--- src/rtl/ctrl_arbiter_2to1.sv ---
// Two-port round-robin arbiter onto a single downstream control bus.
// One transaction in flight at a time; all outputs are registered.
module ctrl_arbiter_2to1 #(
  parameter int DATA_WIDTH     = 32,
  parameter int ADDRESS_WIDTH  = 32,
  parameter int TIMEOUT_CYCLES = 16
) (
  input  logic                      ACLK,
  input  logic                      ARESET,
  // upstream port 0
  input  logic [ADDRESS_WIDTH-1:0]  s0_addr,
  input  logic [DATA_WIDTH-1:0]     s0_wdata,
  input  logic [DATA_WIDTH/8-1:0]   s0_wstrb,
  input  logic                      s0_write_req,
  input  logic                      s0_read_req,
  output logic [DATA_WIDTH-1:0]     s0_rdata,
  output logic                      s0_write_done,
  output logic                      s0_read_done,
  output logic [1:0]                s0_resp,
  // upstream port 1
  input  logic [ADDRESS_WIDTH-1:0]  s1_addr,
  input  logic [DATA_WIDTH-1:0]     s1_wdata,
  input  logic [DATA_WIDTH/8-1:0]   s1_wstrb,
  input  logic                      s1_write_req,
  input  logic                      s1_read_req,
  output logic [DATA_WIDTH-1:0]     s1_rdata,
  output logic                      s1_write_done,
  output logic                      s1_read_done,
  output logic [1:0]                s1_resp,
  // downstream
  output logic [ADDRESS_WIDTH-1:0]  m_addr,
  output logic [DATA_WIDTH-1:0]     m_wdata,
  output logic [DATA_WIDTH/8-1:0]   m_wstrb,
  output logic                      m_write_req,
  output logic                      m_read_req,
  input  logic [DATA_WIDTH-1:0]     m_rdata,
  input  logic                      m_write_done,
  input  logic                      m_read_done,
  input  logic [1:0]                m_resp
);

  localparam int STRB_W = DATA_WIDTH / 8;
  localparam int CNT_W  = (TIMEOUT_CYCLES > 1) ? $clog2(TIMEOUT_CYCLES + 1) : 1;
  localparam logic [CNT_W-1:0] CNT_LAST =
    CNT_W'((TIMEOUT_CYCLES > 0) ? (TIMEOUT_CYCLES - 1) : 0);
  localparam logic [1:0] RESP_SLVERR = 2'b10;

  typedef enum logic [1:0] {
    IDLE = 2'd0,
    BUSY = 2'd1,
    DONE = 2'd2
  } state_t;

  state_t                   state_q;
  logic                     prefer_s1_q;
  logic                     port_q;
  logic                     write_q;
  logic [ADDRESS_WIDTH-1:0] addr_q;
  logic [DATA_WIDTH-1:0]    wdata_q;
  logic [STRB_W-1:0]        wstrb_q;
  logic                     m_write_req_q;
  logic                     m_read_req_q;
  logic [CNT_W-1:0]         cnt_q;

  logic [DATA_WIDTH-1:0]    s0_rdata_q;
  logic [1:0]               s0_resp_q;
  logic                     s0_write_done_q;
  logic                     s0_read_done_q;
  logic [DATA_WIDTH-1:0]    s1_rdata_q;
  logic [1:0]               s1_resp_q;
  logic                     s1_write_done_q;
  logic                     s1_read_done_q;

  logic                     s0_any;
  logic                     s1_any;
  logic                     gnt_valid_d;
  logic                     gnt_port_d;
  logic                     gnt_write_d;
  logic [ADDRESS_WIDTH-1:0] gnt_addr_d;
  logic [DATA_WIDTH-1:0]    gnt_wdata_d;
  logic [STRB_W-1:0]        gnt_wstrb_d;
  logic                     done_match;
  logic                     timeout_hit;
  logic [1:0]               cpl_resp_d;
  logic [DATA_WIDTH-1:0]    cpl_rdata_d;

  // Round-robin pick; within a port a pending write beats a pending read.
  always_comb begin
    s0_any      = s0_write_req | s0_read_req;
    s1_any      = s1_write_req | s1_read_req;
    gnt_valid_d = s0_any | s1_any;
    gnt_port_d  = 1'b0;
    if (s0_any && s1_any) begin
      gnt_port_d = prefer_s1_q;
    end else begin
      gnt_port_d = s1_any;
    end
    gnt_write_d = gnt_port_d ? s1_write_req : s0_write_req;
    gnt_addr_d  = gnt_port_d ? s1_addr      : s0_addr;
    gnt_wdata_d = gnt_port_d ? s1_wdata     : s0_wdata;
    gnt_wstrb_d = gnt_port_d ? s1_wstrb     : s0_wstrb;
  end

  always_comb begin
    done_match  = write_q ? m_write_done : m_read_done;
    timeout_hit = (TIMEOUT_CYCLES != 0) && (cnt_q == CNT_LAST);
    cpl_resp_d  = done_match ? m_resp  : RESP_SLVERR;
    cpl_rdata_d = done_match ? m_rdata : '0;
  end

  always_ff @(posedge ACLK) begin
    if (ARESET) begin
      state_q         <= IDLE;
      prefer_s1_q     <= 1'b0;
      port_q          <= 1'b0;
      write_q         <= 1'b0;
      addr_q          <= '0;
      wdata_q         <= '0;
      wstrb_q         <= '0;
      m_write_req_q   <= 1'b0;
      m_read_req_q    <= 1'b0;
      cnt_q           <= '0;
      s0_rdata_q      <= '0;
      s0_resp_q       <= '0;
      s0_write_done_q <= 1'b0;
      s0_read_done_q  <= 1'b0;
      s1_rdata_q      <= '0;
      s1_resp_q       <= '0;
      s1_write_done_q <= 1'b0;
      s1_read_done_q  <= 1'b0;
    end else begin
      s0_write_done_q <= 1'b0;
      s0_read_done_q  <= 1'b0;
      s1_write_done_q <= 1'b0;
      s1_read_done_q  <= 1'b0;
      case (state_q)
        IDLE: begin
          if (gnt_valid_d) begin
            port_q        <= gnt_port_d;
            write_q       <= gnt_write_d;
            addr_q        <= gnt_addr_d;
            wdata_q       <= gnt_wdata_d;
            wstrb_q       <= gnt_wstrb_d;
            m_write_req_q <= gnt_write_d;
            m_read_req_q  <= ~gnt_write_d;
            cnt_q         <= '0;
            prefer_s1_q   <= ~gnt_port_d;
            state_q       <= BUSY;
          end
        end
        BUSY: begin
          if (done_match || timeout_hit) begin
            m_write_req_q <= 1'b0;
            m_read_req_q  <= 1'b0;
            state_q       <= DONE;
            // Read data is only ever updated by reads, including a read timeout.
            if (port_q == 1'b0) begin
              s0_resp_q       <= cpl_resp_d;
              s0_write_done_q <= write_q;
              s0_read_done_q  <= ~write_q;
              if (!write_q) begin
                s0_rdata_q <= cpl_rdata_d;
              end
            end else begin
              s1_resp_q       <= cpl_resp_d;
              s1_write_done_q <= write_q;
              s1_read_done_q  <= ~write_q;
              if (!write_q) begin
                s1_rdata_q <= cpl_rdata_d;
              end
            end
          end else begin
            cnt_q <= cnt_q + CNT_W'(1);
          end
        end
        DONE: begin
          state_q <= IDLE;
        end
        default: begin
          state_q <= IDLE;
        end
      endcase
    end
  end

  assign m_addr        = addr_q;
  assign m_wdata       = wdata_q;
  assign m_wstrb       = wstrb_q;
  assign m_write_req   = m_write_req_q;
  assign m_read_req    = m_read_req_q;
  assign s0_rdata      = s0_rdata_q;
  assign s0_resp       = s0_resp_q;
  assign s0_write_done = s0_write_done_q;
  assign s0_read_done  = s0_read_done_q;
  assign s1_rdata      = s1_rdata_q;
  assign s1_resp       = s1_resp_q;
  assign s1_write_done = s1_write_done_q;
  assign s1_read_done  = s1_read_done_q;

endmodule

--- config.mk ---
export PLATFORM = sky130hd
export DESIGN_NAME = ctrl_arbiter_2to1
export DESIGN_NICKNAME = d
export VERILOG_FILES = /design/src/rtl/ctrl_arbiter_2to1.sv
export SDC_FILE = /design/constraint.sdc
export NUM_CORES = 1
export LEC_CHECK = 0
export CAP_MARGIN = 40
export CORE_MARGIN = 3
export CORE_UTILIZATION = 41
export DETAILED_ROUTE_END_ITERATION = 10
export HOLD_SLACK_MARGIN = 0.08
export PLACE_DENSITY = 0.79
export SLEW_MARGIN = 20
export SYNTH_ARGS = -nofsm -noshare
export SYNTH_HDL_FRONTEND = slang
export SYNTH_SLANG_ARGS = --single-unit
--- constraint.sdc ---
create_clock -name ACLK -period 2.3 [get_ports ACLK]
set_input_delay 0.46 -clock ACLK [delete_from_list [all_inputs] [get_ports ACLK]]
set_output_delay 0.46 -clock ACLK [all_outputs]
set_load 0.02 [all_outputs]
# After elaboration in Yosys (flattened, before gate mapping)
# Index checks and enable logic that the tools add are counted.
# op_classes
mux	19
bitwise_logic	9
reduce_logical	14
addsub	1
n_eq_ne	5
# op_table
cell	n
32-bit 2-to-1 mux	3
3-bit AND reduction	4
5-bit 2-to-1 mux	2
5-bit one-hot mux with 2 select lines	1
4-bit AND reduction	2
4-bit OR reduction	2
1-bit 2-to-1 mux	6
2-bit 2-to-1 mux	3
2-bit inequality test, second input constant	3
1-bit NOT	6
5-bit by 1-bit adder with 5-bit output, second input constant	1
5-bit by 4-bit equality test with 1-bit output, second input constant	1
4-bit 2-to-1 mux	1
1-bit one-hot mux with 2 select lines	2
2-bit one-hot mux with 2 select lines	1
2-bit AND reduction	2
1-bit OR	3
2-bit by 1-bit equality test with 1-bit output, second input constant	1
2-bit logical NOT	1
2-bit nonzero test	1
1-bit logical AND	1
1-bit logical OR	1
# word_totals
out_inout_bits	142
in_bits	178
word_cells	66
regBits	152

# Logic depth before layout (Yosys ltp)
# Gate-level depths: netlist (run 1).
# depth
word_depth	7
ltp_mapped	7

# Least setup slack after synthesis (run 1)
# No wires, ideal clock.
# synth_timing
kind	flip-flop to flip-flop
startpoint	register cnt_q[0]
endpoint	register cnt_q[3]
n_path_buf	0
required_time_ps	2230
arrival_ps	1922
path_stages_with_launch	7
path_slack_ps	308
setup_ps	70
path_cell_list	dfxtp_1 ha_1 and3_1 ha_1 or3b_1 or4_1 a21oi_1
# synth_between
elab_chain_len	4
elab_cells_between_ends	7
# synth_rtl
element	line_no	source
start: declaration	63	logic [CNT_W-1:0] cnt_q;
start signal: assignment	173	cnt_q <= cnt_q + CNT_W'(1);
branches (longest 4 deep; another with 5-bit by 1-bit adder with 5-bit output)	-	
# Parallel ways; which one is timed is not known. The select of a mux whose other input is x is not followed.
# A chain may end at the register's enable or synchronous reset.

# Worst setup path after layout (run 1)
# Same ends and word-level chain as after synthesis.

==> results of run 1 <==
-- routing by layer --
metal | vias to the layer above | global-route usage [%] | part of all wire, %
met1 | 3489 | 31.3 | 38
li1 | 3475 | - | -
met4 | 0 | 11.3 | 3.1
met2 | 411 | 42.3 | 48
met5 | - | 0 | 0
met3 | 56 | 9.89 | 11
-- flip-flops by register name, indices dropped and copies added (netlist names) --
register and flops:
s1_read_done 1, m_wdata 32, s1_resp 2, s1_rdata 32, m_read_req 1, prefer_s1_q 1, s1_write_done 1, m_write_req 1
state_q 2, cnt_q 5, port_q 1, m_addr 32, s0_rdata 32, s0_write_done 1, s0_read_done 1, write_q 1
m_wstrb 4, s0_resp 2
-- power groups by stage --
stage / clock [W] / combinational [W] / sequential (W)
floorplan: 0 / 0.000832 / 0.00333
global placement: 0 / 0.00219 / 0.00307
detailed placement: 0 / 0.00221 / 0.00307
CTS: 0.00285 / 0.00221 / 0.00302
global route: 0.00297 / 0.00235 / 0.00305
finish: 0.00282 / 0.00222 / 0.00303
-- stage by stage --
| stage | cells | total power [W] | hold WS (ns) |
|---|---|---|---|
| after floorplan | 768 | 0.00416 | 0.439 |
| after global placement | 1232 | 0.00526 | 0.436 |
| after detailed placement | 1232 | 0.00528 | 0.447 |
| after CTS | 1263 | 0.00809 | 0.384 |
| after global routing | 1266 | 0.00837 | 0.400 |
| final | 1266 | 0.00806 | 0.394 |
-- critical path, cell delays in order, from the launching register on --
cell	delay [ns]
dfxtp_1	0.34
ha_1	0.22
and3_1	0.20
ha_1	0.19
or3b_1	0.45
or4_1	0.50
a21oi_1	0.15
-- cell families after synthesis --
kind of cell	count (synthesis)
AO/OA/AOI/OAI	300
buffers and inverters	168
flip-flops	152
AND/OR/NAND/NOR	144
multiplexers	2
adder cells (fa/ha/maj)	2
-- final cells by class --
cell class / instances / area, µm² / area share (%)
well taps: 211 / 264 / 2.46
clock inverters: 12 / 141 / 1.32
flip-flops and latches: 152 / 3040 / 28.3
multi-input cells: 448 / 2990 / 27.8
clock buffers: 19 / 453 / 4.22
repair buffers: 349 / 3580 / 33.3
diodes: 3 / 7.51 / 0.0699
inverters: 72 / 270 / 2.52
-- worst paths after layout --
kind,startpoint,end,slack (ns),cells after the start
worst max-delay path,cnt_q[0]$_SDFFE_PP0P_,cnt_q[3]$_SDFFE_PP0P_,0.19,6
worst max register to register,cnt_q[0]$_SDFFE_PP0P_,cnt_q[3]$_SDFFE_PP0P_,0.19,6
worst min register to register,s0_rdata[21]$_SDFFE_PP0P_,s0_rdata[21]$_SDFFE_PP0P_,0.46,2
worst min-delay path,ARESET,state_q[1]$_SDFFE_PP0P_,0.39,2
-- placed cells by master, fill, tap and decap left out, drive strengths merged, types with 2 or more instances in the layout --
master	n
ha	2
nand4	33
o31ai	2
bufinv	2
buf	31
a21oi	75
inv	76
clkinvlp	2
o21ai	73
dfxtp	152
nor2	4
o22ai	2
a311oi	68
a221oi	4
or2	3
nor3	5
clkbuf	19
o211ai	2
o32ai	67
nand3	72
a211oi	2
nand2b	2
or4	4
clkinv	4
diode	3
clkdlybuf4s50	318
nor2b	5
nand2	9
==> impl_results.md, run 1 <==
- Vias in the first global route: 6915
- First-pass GRT wire length: 37700 µm
- Sequential-to-total area share from yosys stat: 45.7%
- Slew headroom: 62.0%
- Worst IR Drop VDD: 0.577 mV
- Outcome: finished clean
- Largest net degree at the start of global routing: 127
- Minimum clock period: 2.11 ns
- Fin Setup TNS: 0 ns
- Row count: 45
- Clock power frac: a little over a third
- Setup Buffers After CTS: 0
- Vias after detailed routing: between 7000 and 8000
- Mux contribution to synthesized area: 0.564%
- Syn_nets: between 900 and 1000
- DR DRC count: 0
- PnR worst setup slack: 0.190 ns
- Fillers: 1229
- Post-synth cell types: 43
- Slew Limit Fails: 0
- Largest family of logic cells by synthesized area: compound AO/OA/AOI/OAI gates
- Die outline height: between 100 and 150 µm
- Synth Area in Compound Gates: 31.1%
- Initial core utilization: 42.9%
- Post-Synth Adder-Cell Area: 0.376%
- DIE WIDTH: 133 µm
- EDFF count, synth: 0
- Placer Congestion: 0.809
- Cell count after synthesis: around 770
- CTS root buffer: clkbuf_16
- Tcrit/Tclk final: 91.7%
- Hold crit path type: in -> reg
- CP Class: reg -> reg
- Comb power frac: 27.5%
- Initial antenna violation count: 3
- Post-Route WL: 24800 µm
- Post-layout util: 69.1%
- Synth top area share: 45.7%
- Max-cap viol count: 0
- Post-route cell area: 0.0107 mm²
- CTS tree: built
- Core box area: 0.0155 mm²
- Syn-to-layout area delta: 61.3%
- Post-route ant nets: 0
- Share of power burned in registers: 37.5%
- Routed WL per cell: approximately 20 µm
- Nets: 1220
- Crit path max fanout: 6
- First-pass detailed-route iteration total: 5
- Dominant synthesized flop cell: dfxtp_1
- Top-count cell post-synth: dfxtp_1
- Post-Synth Simple-Gate Area: between 10% and 20%
- Synth area leaders: dfxtp_1 46%, a311oi_1 8.9%, o32ai_1 8.8%
- Clock-pin transition on the worst setup and hold timing paths: 0.06 ns
- RSZ-0062 raised after global routing: no
- H-tree depth: 4
- Least-Margin Pin Slew: approximately 0.57 ns
- Die area: about 0.018 mm²
- Synth warnings: 0
- Hpwl dp: 16500 µm
- Int Pwr: 0.00559 W
- Yosys reg bits: 152
- XOR/XNOR Fraction of Synth Area: 0%
- Critical path endpoint category: flop
- DP Worst Slack: about 0.027 ns
- Worst-Skew Late Latency: 0.43 ns
- Worst endpoint required time: 2.65 ns
- Sw Pwr: 0.00247 W
- Syn Std Cell Area: 0.00666 mm²
- Total Routing Usage GR: 26.2%
- Vias per inst: 5.87
- Cell type with the highest aggregate area in the netlist: dfxtp_1
- Share of post-route cells with drive strength above 1: 7.13%
- Resized cells post-CTS: 0
- Ys async rst share: 0%
- Fmax achieved: 0.474 GHz
- Cell Area, Placed: 0.0101 mm²
- Max Root-Sink Buffers: 2
- Sink Count: 152
- PD cells: 750 mW/mm²
- Port Buffers: about 320
- Syn_area_per_cell: a little under 9 µm²
- Static leakage: 3.59 nW
- CTS Hold Bufs: 0
- Sw Ratio: 30.7%
- Num CTS Buffers: 17
- Hold Violations, Final: 0
- Post-synth top cells: 152 x dfxtp_1, 75 x a21oi_1, 72 x inv_1, 72 x nand3_1, 71 x o21ai_0
- Worst Clk Skew: 0.00995 ns
- Grt ovf: 0
- Crit path DAT: 2.46 ns
- Iter 0 DRT Violations: 527
- Setup violators final: 0
- Ports: 320
- Startpoint Class: flop
(Power assumes the default switching activity.)
==> inputs of run 2 (changes only) <==
--- a/config.mk
+++ b/config.mk
@@ -6,7 +6,7 @@
 export NUM_CORES = 1
 export LEC_CHECK = 0
 export CAP_MARGIN = 40
-export CORE_MARGIN = 3
+export CORE_MARGIN = 2
 export CORE_UTILIZATION = 41
 export DETAILED_ROUTE_END_ITERATION = 10
 export HOLD_SLACK_MARGIN = 0.08
==> impl_results.md, run 2 (synthesized netlist as in run 1, its figures left out) <==
- Outcome: finished clean
- Met2 WL post-DR: 12200 µm
- Placer Congestion: between 0.8 and 0.9
- Routed WL per cell: 19.8 µm
- DR DRC count: 0
- Ports: 320
- Dpl cells: 1239
- Sw Pwr: 0.00244 W
- Core box area: 0.0159 mm²
- Num CTS Buffers: 17
- Setup Buffers After CTS: 0
- Hold crit path type: reg -> reg
- CTS root buffer: clkbuf_16
- Hpwl dp: 16700 µm
- Met3 WL: 2490 µm
- Port Buffers: 319
- Slew headroom: between 60% and 70%
- WL met1: 9510 µm
- Initial core utilization: 41.9%
- Post-Route WL: 25200 µm
- First-pass GRT wire length: 39100 µm
- Hold Violations, Final: 0
- Worst-Skew Late Latency: 0.42 ns
- Crit path DAT: 2.43 ns
- First-pass detailed-route iteration total: 7
- Commonest non-fill, non-tap cell in the layout: clkdlybuf4s50_1
- Most frequent cells in the layout: 318 x clkdlybuf4s50_1, 152 x dfxtp_1, 75 x a21oi_1, 72 x inv_1, 72 x nand3_1
- Initial antenna violation count: 2
- PD cells: 767 mW/mm²
- Startpoint Class: flop
- Resized cells post-CTS: 0
- Fmax achieved: 0.481 GHz
- Least-Margin Pin Slew: roughly 0.52 ns
- Comb power frac: 26.7%
- Tcrit/Tclk final: 90.4%
- Share of power burned in registers: 36.7%
- Static leakage: 3.61 nW
- Overall power: 0.00827 W
- Vias after detailed routing: between 7000 and 8000
- CP Class: reg -> reg
- Slew Limit Fails: 0
- Die outline height: roughly 130 µm
- RSZ-0062 raised after global routing: no
- Minimum clock period: roughly 2.1 ns
- Sink Count: 152
- Vias per inst: around 6
- Clock-pin transition on the worst setup and hold timing paths: 0.06 ns
- Die area: 0.0173 mm²
- PnR worst setup slack: 0.221 ns
- Max-cap viol count: 0
- Post-route insts no fill: 1271
- Top sig layer: met4
- CTS tree: built
- Max Root-Sink Buffers: 2
- Setup violators final: 0
- Nets: 1222
- H-tree depth: 4
- Largest net degree at the start of global routing: 71
- Share of post-route cells with drive strength above 1: 7.12%
- DIE WIDTH: 131 µm
- Worst endpoint required time: between 2 and 3 ns
- Row count: 46
- Crit path max fanout: 6
- Post-layout util: 67.8%
- Post-route ant nets: 0
- DP Worst Slack: -0.0452 ns
- Critical path endpoint category: flop
- Grt ovf: 0
- Clock power frac: between 30% and 40%
- CTS Hold Bufs: 0
- Worst IR Drop VDD: 0.585 mV
- Sw Ratio: 29.5%
- Worst Clk Skew: approximately 0.0064 ns
- Total Routing Usage GR: roughly 28%
- Vias in the first global route: about 7200
- Iter 0 DRT Violations: between 400 and 500
- Syn-to-layout area delta: 61.8%
- Int Pwr: a little under 0.006 W
run 2: cell types whose count changed in the layout (fill, tap and decap cells not counted), moves of 2 or more:
cell and change:
inv_6 -3, clkbuf_8 -2, buf_12 -2, bufinv_16 +3, buf_4 +4
run 2: layout make-up:
type / count / area [µm²]
Tap cell: 216 / 270
Timing Repair Buffer: 351 / 3570
Inverter: 72 / 270
Multi-Input combinational cell: 448 / 2990
Sequential cell: 152 / 3040
Clock buffer: 18 / 429
Clock inverter: 12 / 201
Antenna cell: 2 / 5.00
Fill cell: 1269 / 5110
run 2: worst max-delay path, cell delays in order (launching register included):
cell and delay [ns]:
dfxtp_1 0.34, ha_1 0.21, and3_1 0.19, ha_1 0.19
or3b_1 0.44, or4_1 0.50, a21oi_1 0.15
run 2: per-stage QoR:
| stage | TNS, ns | instance area (µm²) | hold WS (ns) |
|---|---|---|---|
| detailed placement | -0.172 | 10100 | 0.450 |
| finish | 0 | 10800 | 0.462 |
| floorplan | 0 | 6660 | 0.439 |
| global placement | -0.0173 | 10100 | 0.437 |
| CTS | 0 | 10800 | 0.461 |
| global route | 0 | 10800 | 0.485 |
run 2: path summary, 6_finish.rpt:
kind	cells past startpoint	from	to	slack [ns]
hold reg to reg	2	cnt_q[4]$_SDFFE_PP0P_	cnt_q[4]$_SDFFE_PP0P_	0.46
setup / recovery	6	cnt_q[0]$_SDFFE_PP0P_	cnt_q[3]$_SDFFE_PP0P_	0.22
hold / removal	2	cnt_q[4]$_SDFFE_PP0P_	cnt_q[4]$_SDFFE_PP0P_	0.46
setup reg to reg	6	cnt_q[0]$_SDFFE_PP0P_	cnt_q[3]$_SDFFE_PP0P_	0.22
run 2: power by group through the flow:
| stage | Combinational, W | Clock [W] | Sequential (W) |
|---|---|---|---|
| finish | 0.00221 | 0.00303 | 0.00303 |
| global route | 0.00235 | 0.00317 | 0.00306 |
| CTS | 0.00221 | 0.00306 | 0.00303 |
| detailed placement | 0.00220 | 0 | 0.00308 |
| global placement | 0.00218 | 0 | 0.00308 |
| floorplan | 0.000832 | 0 | 0.00333 |
run 2: routing by layer:
| layer | GRT usage (%) | up-vias |
|---|---|---|
| li1 | - | 3475 |
| met1 | 33.1 | 3545 |
| met2 | 46.0 | 416 |
| met3 | 9.80 | 61 |
| met4 | 12.9 | 0 |
| met5 | 0 | - |
